$ cat src/rtl/mem_pkg.sv
// Shared memory-subsystem types and widths for the block SRAM path.
// Holds the frame_writer descriptor bundle and FSM encoding.
package mem_pkg;

    localparam int BLOCK_BITS  = 64;
    localparam int ADDR_W      = 8;
    localparam int BLOCK_BYTES = BLOCK_BITS / 8;
    localparam int LEN_W       = 16;
    localparam int IDX_W       = (BLOCK_BYTES > 1) ? $clog2(BLOCK_BYTES) : 1;

    typedef struct packed {
        logic [ADDR_W-1:0] head;
        logic [LEN_W-1:0]  len;
        logic              err;
    } frame_desc_t;

    typedef enum logic [1:0] {
        S_ALLOC,
        S_FILL,
        S_DESC
    } fw_state_e;

endpackage

$ cat src/rtl/frame_block_packer.sv
// Byte-to-block packer: collects bytes into one SRAM block and flags
// when the block closes (full or end of frame), zero-filling unused bytes.
module frame_block_packer
    import mem_pkg::*;
(
    input  logic                  clk,
    input  logic                  rst_n,
    input  logic                  push,
    input  logic [7:0]            byte_data,
    input  logic                  last,
    output logic                  close,
    output logic [BLOCK_BITS-1:0] block
);

    logic [BLOCK_BITS-1:0] data_q, data_d;
    logic [IDX_W-1:0]      idx_q, idx_d;

    always_comb begin
        block = data_q;
        block[{idx_q, 3'b000} +: 8] = byte_data;
        close = push && (idx_q == IDX_W'(BLOCK_BYTES - 1) || last);
        data_d = data_q;
        idx_d  = idx_q;
        // Clearing on close keeps the tail of a short final block zero.
        if (close) begin
            data_d = '0;
            idx_d  = '0;
        end else if (push) begin
            data_d = block;
            idx_d  = idx_q + 1'b1;
        end
    end

    always_ff @(posedge clk or negedge rst_n) begin
        if (!rst_n) begin
            data_q <= '0;
            idx_q  <= '0;
        end else begin
            data_q <= data_d;
            idx_q  <= idx_d;
        end
    end

endmodule

$ cat src/rtl/frame_writer.sv
// Ingress segmenter: packs a frame into free-list blocks, writes them to
// SRAM, links consecutive blocks and emits a frame descriptor.
module frame_writer
    import mem_pkg::*;
(
    input  logic                  clk,
    input  logic                  rst_n,
    input  logic                  in_valid,
    output logic                  in_ready,
    input  logic [7:0]            in_data,
    input  logic                  in_last,
    input  logic                  in_err,
    input  logic                  alloc_valid,
    input  logic [ADDR_W-1:0]     alloc_addr,
    output logic                  alloc_ready,
    output logic                  sram_we,
    output logic [ADDR_W-1:0]     sram_w_addr,
    output logic [BLOCK_BITS-1:0] sram_wdata,
    output logic                  link_we,
    output logic [ADDR_W-1:0]     link_addr,
    output logic [ADDR_W-1:0]     link_next,
    output logic                  desc_valid,
    input  logic                  desc_ready,
    output logic [ADDR_W-1:0]     desc_head,
    output logic [LEN_W-1:0]      desc_len,
    output logic                  desc_err
);

    fw_state_e             state_q, state_d;
    frame_desc_t           desc_q, desc_d;
    logic [ADDR_W-1:0]     cur_q, cur_d;
    logic [ADDR_W-1:0]     prev_q, prev_d;
    logic                  started_q, started_d;
    logic                  ovf_q, ovf_d;
    logic                  sram_we_q, sram_we_d;
    logic [ADDR_W-1:0]     sram_addr_q, sram_addr_d;
    logic [BLOCK_BITS-1:0] sram_wdata_q, sram_wdata_d;
    logic                  link_we_q, link_we_d;
    logic [ADDR_W-1:0]     link_addr_q, link_addr_d;
    logic [ADDR_W-1:0]     link_next_q, link_next_d;

    logic                  push;
    logic                  close;
    logic [BLOCK_BITS-1:0] block;

    assign in_ready    = (state_q == S_FILL);
    assign alloc_ready = (state_q == S_ALLOC);
    assign desc_valid  = (state_q == S_DESC);
    assign push        = in_valid && in_ready;

    assign sram_we     = sram_we_q;
    assign sram_w_addr = sram_addr_q;
    assign sram_wdata  = sram_wdata_q;
    assign link_we     = link_we_q;
    assign link_addr   = link_addr_q;
    assign link_next   = link_next_q;
    assign desc_head   = desc_q.head;
    assign desc_len    = desc_q.len;
    assign desc_err    = desc_q.err;

    frame_block_packer u_packer (
        .clk       (clk),
        .rst_n     (rst_n),
        .push      (push),
        .byte_data (in_data),
        .last      (in_last),
        .close     (close),
        .block     (block)
    );

    always_comb begin
        state_d      = state_q;
        desc_d       = desc_q;
        cur_d        = cur_q;
        prev_d       = prev_q;
        started_d    = started_q;
        ovf_d        = ovf_q;
        sram_we_d    = 1'b0;
        sram_addr_d  = sram_addr_q;
        sram_wdata_d = sram_wdata_q;
        link_we_d    = 1'b0;
        link_addr_d  = link_addr_q;
        link_next_d  = link_next_q;
        unique case (state_q)
            S_ALLOC: begin
                if (alloc_valid) begin
                    cur_d     = alloc_addr;
                    started_d = 1'b1;
                    state_d   = S_FILL;
                    if (!started_q) begin
                        desc_d.head = alloc_addr;
                    end else begin
                        link_we_d   = 1'b1;
                        link_addr_d = prev_q;
                        link_next_d = alloc_addr;
                    end
                end
            end
            S_FILL: begin
                if (push) begin
                    if (&desc_q.len) begin
                        ovf_d = 1'b1;
                    end else begin
                        desc_d.len = desc_q.len + 1'b1;
                    end
                    if (close) begin
                        sram_we_d    = 1'b1;
                        sram_addr_d  = cur_q;
                        sram_wdata_d = block;
                        prev_d       = cur_q;
                        if (in_last) begin
                            desc_d.err = in_err | ovf_d;
                            state_d    = S_DESC;
                        end else begin
                            state_d = S_ALLOC;
                        end
                    end
                end
            end
            S_DESC: begin
                if (desc_ready) begin
                    desc_d.len = '0;
                    ovf_d      = 1'b0;
                    started_d  = 1'b0;
                    state_d    = S_ALLOC;
                end
            end
            default: state_d = S_ALLOC;
        endcase
    end

    always_ff @(posedge clk or negedge rst_n) begin
        if (!rst_n) begin
            state_q      <= S_ALLOC;
            desc_q       <= '0;
            cur_q        <= '0;
            prev_q       <= '0;
            started_q    <= 1'b0;
            ovf_q        <= 1'b0;
            sram_we_q    <= 1'b0;
            sram_addr_q  <= '0;
            sram_wdata_q <= '0;
            link_we_q    <= 1'b0;
            link_addr_q  <= '0;
            link_next_q  <= '0;
        end else begin
            state_q      <= state_d;
            desc_q       <= desc_d;
            cur_q        <= cur_d;
            prev_q       <= prev_d;
            started_q    <= started_d;
            ovf_q        <= ovf_d;
            sram_we_q    <= sram_we_d;
            sram_addr_q  <= sram_addr_d;
            sram_wdata_q <= sram_wdata_d;
            link_we_q    <= link_we_d;
            link_addr_q  <= link_addr_d;
            link_next_q  <= link_next_d;
        end
    end

endmodule

$ cat config.mk
export PLATFORM = sky130hd
export DESIGN_NAME = frame_writer
export DESIGN_NICKNAME = d
export VERILOG_FILES = /design/src/rtl/mem_pkg.sv /design/src/rtl/frame_block_packer.sv /design/src/rtl/frame_writer.sv
export SDC_FILE = /design/constraint.sdc
export NUM_CORES = 1
export LEC_CHECK = 0
export BUFFER_PORTS_ARGS = -buffer_cell sky130_fd_sc_hd__buf_2
export CAP_MARGIN = 25
export CORE_AREA = 2 2 141 143
export DETAILED_ROUTE_END_ITERATION = 16
export DIE_AREA = 0 0 143 145
export GPL_TIMING_DRIVEN = 0
export PLACE_DENSITY = 0.65
export SYNTH_ARGS = -nofsm -noshare
export SYNTH_HDL_FRONTEND = slang
export SYNTH_SLANG_ARGS = --single-unit
$ cat constraint.sdc
create_clock -name clk -period 3.3 [get_ports clk]
set_input_delay 0.495 -clock clk [delete_from_list [all_inputs] [get_ports clk]]
set_output_delay 0.495 -clock clk [all_outputs]
set_load 0.02 [all_outputs]
==> results of run 1 <==
## kinds of logic (layout without fill, tap and decap cells)
group,count (synthesis),in the layout
mux,78,78
fa+ha+maj,8,8
flops,194,194
buf+inv,53,226
simple gates,231,231
compound gates,187,187
## layout by cell type (no fill, tap or decap), types with 3 or more instances in the layout
| cell | n |
|---|---|
| a21o_1 | 7 |
| a21oi_1 | 13 |
| a221o_1 | 9 |
| a22o_1 | 49 |
| a31oi_1 | 3 |
| and2_1 | 16 |
| and4_1 | 3 |
| buf_2 | 167 |
| buf_4 | 6 |
| clkbuf_1 | 13 |
| clkbuf_16 | 17 |
| clkinv_8 | 4 |
| dfrtp_1 | 194 |
| ha_1 | 8 |
| inv_1 | 5 |
| inv_6 | 5 |
| inv_8 | 3 |
| mux2_2 | 32 |
| mux2i_1 | 46 |
| nand2_1 | 101 |
| nand3_1 | 16 |
| nand3b_1 | 5 |
| nand4_1 | 8 |
| nand4b_1 | 7 |
| nor2_1 | 29 |
| nor2_2 | 3 |
| nor2b_1 | 4 |
| nor3_1 | 3 |
| nor3b_1 | 12 |
| o211ai_1 | 5 |
| o21ai_0 | 75 |
| o21ai_1 | 3 |
| o2bb2ai_1 | 7 |
| o311ai_0 | 4 |
| or3_1 | 4 |
| or4_1 | 3 |
## worst max-delay path: stages, from the launching register on
cell and delay, ns:
dfrtp_1 0.38, buf_2 0.27, clkbuf_1 0.37, inv_1 0.13, ha_1 0.24, ha_1 0.26, buf_2 0.18, nor3b_1 0.35
buf_2 0.35, mux2i_1 0.31, o21ai_0 0.11
## cell type report
cell class              count  area, µm²  share of cell area [%]
flip-flops and latches    194       4850                    47.5
repair buffers            141        738                    7.22
multi-input cells         504       3440                    33.7
inverters                   6       22.5                   0.220
plain buffers              47        234                    2.29
clock inverters            15        175                    1.71
clock buffers              17        425                    4.16
well taps                 265        332                    3.24
## metal layers
metal  track usage, %  part of all wire (%)  vias up
met2             31.9                    46      181
met3             4.46                   4.9       18
li1                 -                     -     3058
met5                0                     0        -
met1             31.4                    48     3210
met4             5.15                   1.2        0
## timing repair
action,4_1_cts,5_1_grt
endpoints found under the setup margin,0,2
buffers inserted,0,0
gates resized for setup,0,1
## final timing paths
kind	cells after the start	from	end	slack, ns
max	10	u_packer.idx_q[0]	sram_wdata[61]	0.20
min	1	rst_n	sram_wdata[21]	0.06
max in group asynchronous	2	rst_n	u_packer.data_q[39]	2.29
max reg2reg	10	u_packer.idx_q[0]	sram_wdata[61]	0.20
min reg2reg	2	sram_wdata[50]	sram_wdata[50]	0.47
min in group clk	2	desc_ready	state_q[1]	0.29
## stage by stage
step | hold WS (ns) | std cells | utilization, % | power, mW | setup slack, ns
3_5_place_dp | 0.451 | 1157 | 50.1 | 5.61 | 0.266
3_3_place_gp | 0.451 | 1156 | 49.9 | 5.57 | -1.52
2_1_floorplan | 0.199 | 751 | - | 4.79 | 0.573
5_1_grt | 0.121 | 1189 | 53.2 | 8.05 | 0.0268
4_1_cts | 0.101 | 1189 | 53.2 | 7.70 | 0.246
6_report | 0.0578 | 1189 | 53.2 | 7.64 | 0.200
## power by group through the flow
stage / clock network (mW) / registers [mW] / logic, mW
final: 2.08 / 3.14 / 2.42
after global routing: 2.21 / 3.21 / 2.63
after floorplan: 0 / 3.54 / 1.25
after CTS: 2.12 / 3.14 / 2.44
after detailed placement: 0 / 3.19 / 2.43
after global placement: 0 / 3.17 / 2.39
## sequential cells by signal (all words and copies together) (netlist names)
register and flops:
cur_q 8, u_packer.data_q 64, u_packer.idx_q 3, sram_wdata 64, desc_err 1, started_q 1
desc_len 16, state_q 2, ovf_q 1, sram_we 1, link_we 1, link_next 8
sram_w_addr 8, desc_head 8, link_addr 8
==> qor.yml, run 1 <==
max_freq_ghz: 0.323
yosys.area_share.simple_pct: 14.2
setup_viol: 0
place_area_um2: 9620
synth_top_area_share_pct: 56.8
hpwlAfterDp_mm: 14.7
fin_skew_ns: 0.0130
cp-start-kind: "flip-flop"
netlist_instances: 751
area_growth_syn_to_layout_pct: 19.6
maxCapViolCount: 0
fp.dieArea_um2: 20700
drive_gt1_share_pct: 27.6
viasPerCell: 5.44
antennaDiodeCount: 0
htreeDepth: 4
initial_core_util_pct: 44.5
power_leakage_nw: 5.02
cp_max_fo: 10
critical_path_class: "reg -> reg"
cts-root-buf: "clkbuf_16"
switching_share_pct: 37.6
rsz0062_at_grt: "no"
synthXorXnorAreaFrac_pct: 0
fillers: 1762
track_usage_pct: 21.2
io_buffer_count: 140
synth_cell_types: 54
drtAntennaViolNets: 0
grt_pass1_vias: 6397
peakVddDrop_mv: 0.453
dr.pass1.iters: 5
cts_made_buffers: 17
vias: 6467
yosys_warnings: 0
arrival_ns: 3.40
synth_compound_area_share_pct: 15.2
maxSlewHeadroom_pct: 45.0
die_width_um: 143
cts_buffer_depth: 2
synth_top_family_by_area: "compound AO/OA/AOI/OAI gates"
drc: 0
io_pins: 141
synth_seq_cells: 194
power_frac_comb_pct: 31.7
yosysSeqAreaShare_pct: 56.8
cts.sinks: 194
overflow: 0
cts.clk_slew.worst_paths_ns: 0.08
netlist_area_um2: 8550
place_congestion: 0.817
wl_per_cell_um: 17.8
power-per-cell-area_nw_per_um2: 747
core_um2: 19200
worst_pin_slew_ns: 0.823
grt_pass1_wl_mm: 34.6
p_sw_mw: 2.87
setup_tns_ns: 0
worstPathRequired_ns: 3.60
synth_mux_area_share_pct: 9.60
die_h_um: 145
slew_viol_final: 0
clock_latency_ns: 0.44
cp-end-kind: "flip-flop"
pwr-share-seq_pct: 41.1
outcome: "finished, final reports clean"
routed_wl_mm: 21.2
yosysMostFrequentCell: "dfrtp_1"
p_int_mw: 4.77
synth_ff_type: "dfrtp_1"
nets: 942
final_cell_area_um2: 10200
synth_edf_count: 0
rows: 51
drtIter0Drc: 410
yosys-top-cells-count: "dfrtp_1, nand2_1, o21ai_0, a22o_1, mux2i_1"
synth_adder_area_share_pct: 1.17
period_needed_ns: 3.10
synth-async-reset-ratio_pct: 100
grt_max_degree: 99
hold_buffers: 0
grt_antenna_before_repair: 0
final-hold-violation-count: 0
yosys.area.top_type: "dfrtp_1"
synth.area.top_cells: "dfrtp_1, mux2i_1, a22o_1, nand2_1, o21ai_0"
hold_path_class: "in -> async"
clkPwrFrac_pct: 27.2
tritoncts: "done"
syn_nets: 782
syn_area_per_cell_um2: 11.4
period_share_pct: 93.9
(Power assumes the default switching activity.)
==> inputs of run 2 (changes only) <==
--- a/config.mk
+++ b/config.mk
@@ -7,11 +7,11 @@
 export LEC_CHECK = 0
 export BUFFER_PORTS_ARGS = -buffer_cell sky130_fd_sc_hd__buf_2
 export CAP_MARGIN = 25
-export CORE_AREA = 2 2 141 143
+export CORE_AREA = 2 2 181 112
 export DETAILED_ROUTE_END_ITERATION = 16
-export DIE_AREA = 0 0 143 145
+export DIE_AREA = 0 0 183 114
 export GPL_TIMING_DRIVEN = 0
-export PLACE_DENSITY = 0.65
+export PLACE_DENSITY = 0.66
 export SYNTH_ARGS = -nofsm -noshare
 export SYNTH_HDL_FRONTEND = slang
 export SYNTH_SLANG_ARGS = --single-unit
==> qor.yml, run 2 (synthesized netlist as in run 1, its figures left out) <==
critical_path_class: "reg -> reg"
cts_buffer_depth: 2  # unchanged
rr_worst_depth: 10  # unchanged
rr_startpoint: "u_packer.idx_q[0]"
die_width_um: 183  # +28%
area_growth_syn_to_layout_pct: 19.4
initial_core_util_pct: 44.0  # -0.48 points
cts.sinks: 194  # unchanged
cp-end-kind: "flip-flop"
arrival_ns: 3.23  # -0.17 ns
power-per-cell-area_nw_per_um2: 756  # +1.2%
fin_ws_ns: 0.359  # +0.158 ns
reg2reg_slack_ns: 0.36  # +0.16 ns
path_cells: "buf_2 -> clkbuf_2 -> inv_1 -> ha_1 -> ha_1 -> buf_2 -> nor3b_1 -> buf_2 -> mux2i_1 -> o21ai_0"
maxCapViolCount: 0  # unchanged
dp_slack_ns: 0.266  # -0.000477 ns
fin_skew_ns: 0.00718  # -0.00581 ns
drtIter0Drc: 488  # +19%
drive_gt1_share_pct: 27.1  # -0.48 points
worst_path_largest_cell_delay_ns: 0.37  # about the same
setup_tns_ns: 0  # unchanged
setup_viol: 0  # unchanged
period_needed_ns: 2.94  # -0.158 ns
htreeDepth: 4  # unchanged
viasPerCell: 5.56  # +2.2%
slew_viol_final: 0  # unchanged
grt_max_degree: 111  # +12%
io_pins: 141  # unchanged
slowest_stage: "dfrtp_1"
track_usage_pct: 22.1  # +0.93 points
utilization_pct: 52.5  # -0.68 points
drc: 0  # unchanged
layout_common_cells: "dfrtp_1, buf_2, nand2_1"
cts_setup_buffers: 0  # unchanged
p_total_mw: 7.71  # +0.95%
antennaDiodeCount: 0  # unchanged
power_leakage_nw: 5.03  # +0.14%
outcome: "finished, final reports clean"
overflow: 0  # unchanged
dr.pass1.iters: 5  # unchanged
place_area_um2: 9600  # -0.17%
core_um2: 19400  # +1.1%
final_common_cell: "dfrtp_1"
cts-root-buf: "clkbuf_16"
hold_path_class: "in -> async"
cp_max_fo: 10  # unchanged
cts_made_buffers: 17  # unchanged
hold_buffers: 0  # unchanged
fp.dieArea_um2: 20900  # +0.61%
rsz0062_at_grt: "no"
final-hold-violation-count: 0  # unchanged
max_freq_ghz: 0.340  # +5.4%
place_congestion: 0.864  # +5.7%
worstPathRequired_ns: 3.59  # about the same
clock_latency_ns: 0.43  # about the same
crit_top_cell: "buf_2"
grt_pass1_wl_mm: 35.5  # +2.6%
final_cell_area_um2: 10200  # -0.20%
grt_antenna_before_repair: 0  # unchanged
hpwlAfterDp_mm: 15.2  # +3.1%
routed_wl_mm: 21.8  # +3.1%
maxSlewHeadroom_pct: 45.5  # +0.44 points
worst_pin_slew_ns: 0.818  # -0.00477 ns
nets: 942  # unchanged
io_buffer_count: 140  # unchanged
vias: 6526  # +0.91%
tritoncts: "done"
cts.clk_slew.worst_paths_ns: 0.07  # about the same
peakVddDrop_mv: 0.422  # -6.8%
cp-start-kind: "flip-flop"
period_share_pct: 89.1  # -4.8 points
die_h_um: 114  # -21%
rr_endpoint: "sram_wdata[61]"
drtAntennaViolNets: 0  # unchanged
wl_per_cell_um: 18.6  # +4.5%
grt_pass1_vias: 6308  # -1.4%
rows: 40  # -22%
-- run 2: cell types whose count changed in the layout (fill, tap and decap cells not counted), sizes merged --
| cell | before | now |
|---|---|---|
| bufinv | 0 | 3 |
| clkbuf | 30 | 38 |
| clkinv | 5 | 2 |
| clkinvlp | 1 | 0 |
| inv | 15 | 6 |
-- run 2: worst max path at each step --
| stage | start | to | slack (ns) | cells after the start |
|---|---|---|---|---|
| after floorplan | u_packer.idx_q[0] | u_packer.data_q[0] | 0.57 | 11 |
| after global placement | rst_n | link_next[3] | -1.49 | 1 |
| after detailed placement | u_packer.idx_q[0] | u_packer.data_q[1] | 0.27 | 11 |
| after CTS | u_packer.idx_q[0] | u_packer.data_q[1] | 0.25 | 11 |
| after global routing | u_packer.idx_q[0] | sram_wdata[51] | 0.08 | 9 |
| final | u_packer.idx_q[0] | sram_wdata[61] | 0.36 | 10 |
-- run 2: report_power, final --
group          internal [mW]  switching (mW)
registers               2.84           0.316
logic                  0.909            1.53
clock network           1.26           0.861
-- run 2: through the flow --
step                instances  hold slack (ns)
floorplan                 751            0.199
global placement         1143            0.447
detailed placement       1144            0.457
CTS                      1174            0.141
global route             1174            0.169
finish                   1174            0.103
-- run 2: timing repair --
item	in CTS	in global routing
endpoints found under the setup margin	0	35
hold endpoints to repair	0	0
resized for setup	0	3
-- run 2: worst max-delay path: cells and delay by family (launching register included) --
kind,cells,cell delay [ns]
adder cells (fa/ha/maj),2,0.49
buffers and inverters,5,1.15
multiplexers,1,0.31
AND/OR/NAND/NOR,1,0.34
flip-flops,1,0.37
AO/OA/AOI/OAI,1,0.12
-- run 2: cell type report --
type	count	area, µm²
plain buffers	47	235
well taps	252	315
inverters	6	22.5
flip-flops and latches	194	4850
repair buffers	141	738
multi-input cells	504	3440
clock inverters	5	100
fillers	1752	9220
clock buffers	25	495
-- run 2: layer usage --
layer | routed length, µm | vias to the layer above | share of wire (%) | track usage (%)
met5 | 0 | - | 0 | 0
met4 | 153 | 0 | 0.70 | 5.01
met3 | 1200 | 12 | 5.5 | 5.20
met2 | 8750 | 182 | 40 | 29.6
met1 | 11700 | 3254 | 54 | 35.7
li1 | - | 3078 | - | -
